`src/rtl/pipe_stage.sv`:
```
// pipe_stage: valid/ready pipeline register with optional skid buffer and synchronous flush.
//   Optional feature macro: PIPE_STAGE_SKID_EN (defined -> two-entry stage with registered ready_o,
//   undefined -> single-entry stage whose ready_o is combinational from ready_i).
//   Parameters: WIDTH (payload bits), CLEAR_BUBBLE (zero payload registers whenever they empty).
//   Ports:
//     clock, reset   - rising-edge clock, synchronous active-high reset
//     discard        - synchronous flush of all held entries
//     valid_i/ready_o/data_i - upstream handshake and payload
//     valid_o/ready_i/data_o - downstream handshake and registered payload
//     count_o        - registered number of held entries (0..2)
module pipe_stage #(
  parameter int WIDTH        = 64,
  parameter bit CLEAR_BUBBLE = 1'b1
) (
  input  logic             clock,
  input  logic             reset,
  input  logic             discard,
  input  logic             valid_i,
  output logic             ready_o,
  input  logic [WIDTH-1:0] data_i,
  output logic             valid_o,
  input  logic             ready_i,
  output logic [WIDTH-1:0] data_o,
  output logic [1:0]       count_o
);
  logic             valid_d, valid_q;
  logic [WIDTH-1:0] data_d, data_q;
  logic [1:0]       count_d, count_q;
  logic             accept, drain;
  assign drain   = valid_q && ready_i;
  assign accept  = valid_i && ready_o;
  assign valid_o = valid_q;
  assign data_o  = data_q;
  assign count_o = count_q;
`ifdef PIPE_STAGE_SKID_EN
  logic             skid_valid_d, skid_valid_q;
  logic [WIDTH-1:0] skid_data_d, skid_data_q;
  // ready_o depends only on registered state, breaking the ready_i->ready_o path
  assign ready_o = !reset && !skid_valid_q;
  always_comb begin
    valid_d      = valid_q;
    data_d       = data_q;
    skid_valid_d = skid_valid_q;
    skid_data_d  = skid_data_q;
    if (skid_valid_q) begin
      // ready_o is low here, so only the skid-to-main move can happen
      if (drain) begin
        valid_d      = 1'b1;
        data_d       = skid_data_q;
        skid_valid_d = 1'b0;
        skid_data_d  = CLEAR_BUBBLE ? '0 : skid_data_q;
      end
    end else if (!valid_q || drain) begin
      valid_d = accept;
      data_d  = accept ? data_i : (CLEAR_BUBBLE ? '0 : data_q);
    end else if (accept) begin
      skid_valid_d = 1'b1;
      skid_data_d  = data_i;
    end
    if (discard) begin
      valid_d      = 1'b0;
      skid_valid_d = 1'b0;
      data_d       = CLEAR_BUBBLE ? '0 : data_d;
      skid_data_d  = CLEAR_BUBBLE ? '0 : skid_data_d;
    end
    count_d = 2'(valid_d) + 2'(skid_valid_d);
  end
  always_ff @(posedge clock) begin
    if (reset) begin
      skid_valid_q <= 1'b0;
      skid_data_q  <= '0;
    end else begin
      skid_valid_q <= skid_valid_d;
      skid_data_q  <= skid_data_d;
    end
  end
`else
  // Without a skid entry the stage can only take new data if main frees up this cycle
  assign ready_o = !reset && (!valid_q || ready_i);
  always_comb begin
    valid_d = valid_q;
    data_d  = data_q;
    if (!valid_q || drain) begin
      valid_d = accept;
      data_d  = accept ? data_i : (CLEAR_BUBBLE ? '0 : data_q);
    end
    if (discard) begin
      valid_d = 1'b0;
      data_d  = CLEAR_BUBBLE ? '0 : data_d;
    end
    count_d = 2'(valid_d);
  end
`endif
  always_ff @(posedge clock) begin
    if (reset) begin
      valid_q <= 1'b0;
      data_q  <= '0;
      count_q <= 2'd0;
    end else begin
      valid_q <= valid_d;
      data_q  <= data_d;
      count_q <= count_d;
    end
  end
endmodule

```
`config.mk`:
```
export PLATFORM = sky130hd
export DESIGN_NAME = pipe_stage
export DESIGN_NICKNAME = d
export VERILOG_FILES = /design/src/rtl/pipe_stage.sv
export SDC_FILE = /design/constraint.sdc
export NUM_CORES = 1
export LEC_CHECK = 0
export BUFFER_PORTS_ARGS = -buffer_cell sky130_fd_sc_hd__buf_2
export CAP_MARGIN = 20
export CORE_MARGIN = 3
export CORE_UTILIZATION = 44
export DETAILED_ROUTE_END_ITERATION = 16
export GPL_TIMING_DRIVEN = 0
export HOLD_SLACK_MARGIN = 0.02
export PLACE_DENSITY = 0.88
export RECOVER_POWER = 25
export SETUP_SLACK_MARGIN = 0.02
export SYNTH_ARGS = -nofsm -noshare
export SYNTH_HDL_FRONTEND = slang
export SYNTH_SLANG_ARGS = --single-unit
```
`constraint.sdc`:
```
create_clock -name clock -period 1.12 [get_ports clock]
set_clock_uncertainty 0.05 [all_clocks]
set_input_delay 0.112 -clock clock [delete_from_list [all_inputs] [get_ports clock]]
set_output_delay 0.112 -clock clock [all_outputs]
set_load 0.05 [all_outputs]
```
==> impl_metrics.tcl <==
set metrics [dict create \
    status "finished, violations left" \
    violations "negative setup slack" \
    cts.sinks 65 \
    io_pins 137 \
    detailed_place_hpwl_um 5210 \
    synthCells 294 \
    grt_pass1_wl_um 14900 \
    initial_core_util_pct 46.1 \
    via_per_inst 5.37 \
    core_area_um2 5570 \
    rsz0062_at_grt "true" \
    synth_nets 363 \
    setup_viol 69 \
    cts_tree "built" \
    fin_nets 586 \
    wirelength_um 11300 \
    hold_viol_final 0 \
    tns_ns -10.59 \
    area.growth.synth_to_final_pct 88.2 \
    track_usage_pct 29.4 \
    yosys_register_bits 65 \
    crit_arrival_ns 1.57 \
    p_total_mw 5.54 \
    route.vias.total 3191 \
    timing.hold.ws_ns 0.0327 \
    cp.required_ns 1.29 \
    num_antenna_cells 0 \
    power_density_nw_per_um2 1150 \
    clock_latency_ns 0.33 \
    dr.pass1.iters 4 \
    max_freq_mhz 712 \
    wire_per_inst_um 19.0 \
    grt_start_max_net_pins 11 \
    die_h_um 82.4 \
    syn_area_um2 2570 \
    worst-setup-path-type "reg2reg" \
    path_max_fanout 7 \
    p_leak_nw 2.05 \
    drt_iter0_drc 253 \
    cts_buffers 9 \
    most-common-layout-cells "buf_2 (77), dfxtp_1 (64), dlygate4sd3_1 (62), a21oi_2 (47), nand2_1 (47)" \
    cp-end-kind "flop" \
    hold_class "in2reg" \
    die_w_um 82.4 \
    drive_gt1_share_pct 53.4 \
    worst_setup_path_start_kind "flop" \
    synth.yosys.seq_area_share_pct 50.6 \
    numPortBuffers 134 \
    synth.distinct_cells 14 \
    clockRootBuffer "clkbuf_8" \
    maxCapViolations 0 \
    final_antenna_net_count 0 \
    relSlewSlack_pct 52.6 \
    grt_pass1_vias 3159 \
    ir_worst_vdd_mv 1.09 \
    clk_path_buf_depth 2 \
    fin_crit_ns 1.40 \
    gp_congestion 0.725 \
    dp_slack_ns -0.0980 \
    postLayoutSetupSlackWorst_ns -0.284 \
    tightest_slew_ns 0.712 \
    finalMaxSlewViolations 0 \
    ys_warn_count 0 \
    antenna_found_initial 0 \
    gr-total-overflow 0 \
    dp.cells 500 \
    fin_cells 594 \
    htreeDepth 3 \
    drc 0 \
    rows 27 \
    mostFrequentLayoutCell "buf_2" \
    period_share_pct 125 \
    clkTransAtPathRegs_ns 0.07 \
    dieArea_um2 6790 \
    avgSynthCellArea_um2 8.74 \
]
## registers in the layout, summed over array words and instances, names as in the netlist
name and count:
data_o 64, count_o 1
## final timing paths
kind | slack [ns] | cells past startpoint | end | start
worst max register to register | -0.28 | 6 | data_o[36] | count_o[0]
worst min register to register | 0.40 | 2 | data_o[63] | data_o[63]
worst max-delay path | -0.28 | 6 | data_o[36] | count_o[0]
worst min-delay path | 0.03 | 3 | data_o[28] | data_i[28]
## final cells by class
class,count,area [um2]
repair buffers,212,1700
flip-flops and latches,65,1310
multi-input cells,199,1250
fillers,301,738
plain buffers,30,298
clock buffers,13,149
well taps,72,90.1
clock inverters,3,40.0
## power by group
| group | total [mW] | internal, mW | leakage (nW) | switching [mW] |
|---|---|---|---|---|
| combinational | 1.13 | 0.498 | 1.43 | 0.636 |
| sequential | 2.42 | 2.37 | 0.529 | 0.0451 |
| clock | 1.98 | 1.09 | 0.0974 | 0.897 |
| total | 5.54 | 3.96 | 2.05 | 1.58 |
## repair_timing
item | CTS | global route
gates resized for setup | 78 | 93
cloned | 8 | 0
setup buffers | 7 | 1
setup endpoints to repair | 94 | 102
pin swaps | 18 | 15
hold buffers | 62 | 0
hold endpoints to repair | 62 | 0
## cells by family (layout without fill, tap and decap cells)
group                  count (synthesis)  count (layout)  synth area share [%]
AOI/OAI and AO/OA                     64              64                  18.3
buffers and inverters                 30             258                  7.89
DFF                                   65              65                  50.6
other                                  1               1                 0.146
and+or+nand+nor                      134             134                  23.0
## worst max-delay path, stage by stage, from the launching register on
cell and delay (ns):
dfxtp_4 0.35, and2b_2 0.20, buf_4 0.16, buf_12 0.14, bufbuf_16 0.27, nand2_2 0.07, a21oi_2 0.05
## metrics by stage
| step | instance area (um2) | util [%] |
|---|---|---|
| 6_report | 4840 | 86.8 |
| 5_1_grt | 4840 | 86.8 |
| 4_1_cts | 4550 | 81.6 |
| 3_5_place_dp | 3360 | 60.3 |
| 3_3_place_gp | 3360 | 60.3 |
| 2_1_floorplan | 2600 | - |
## synthesized netlist by cell type, drive strengths merged
cell type  instances  share of area (%)
buf               28                7.6
clkbuf             2               0.29
nand2b             1               0.24
nor2               3               0.44
dfxtp             65                 51
nand3             64                 12
nand2             64                9.3
conb               1               0.15
and2b              1               0.29
a21oi             64                 18
or2                1               0.24
## routing by layer
layer	routed length, um	track usage (%)	share of wire [%]
met3	856	6.51	7.6
met1	3960	30.0	35
met5	0	0	0
met4	463	12.6	4.1
met2	6020	56.4	53
(Power assumes the default switching activity.)
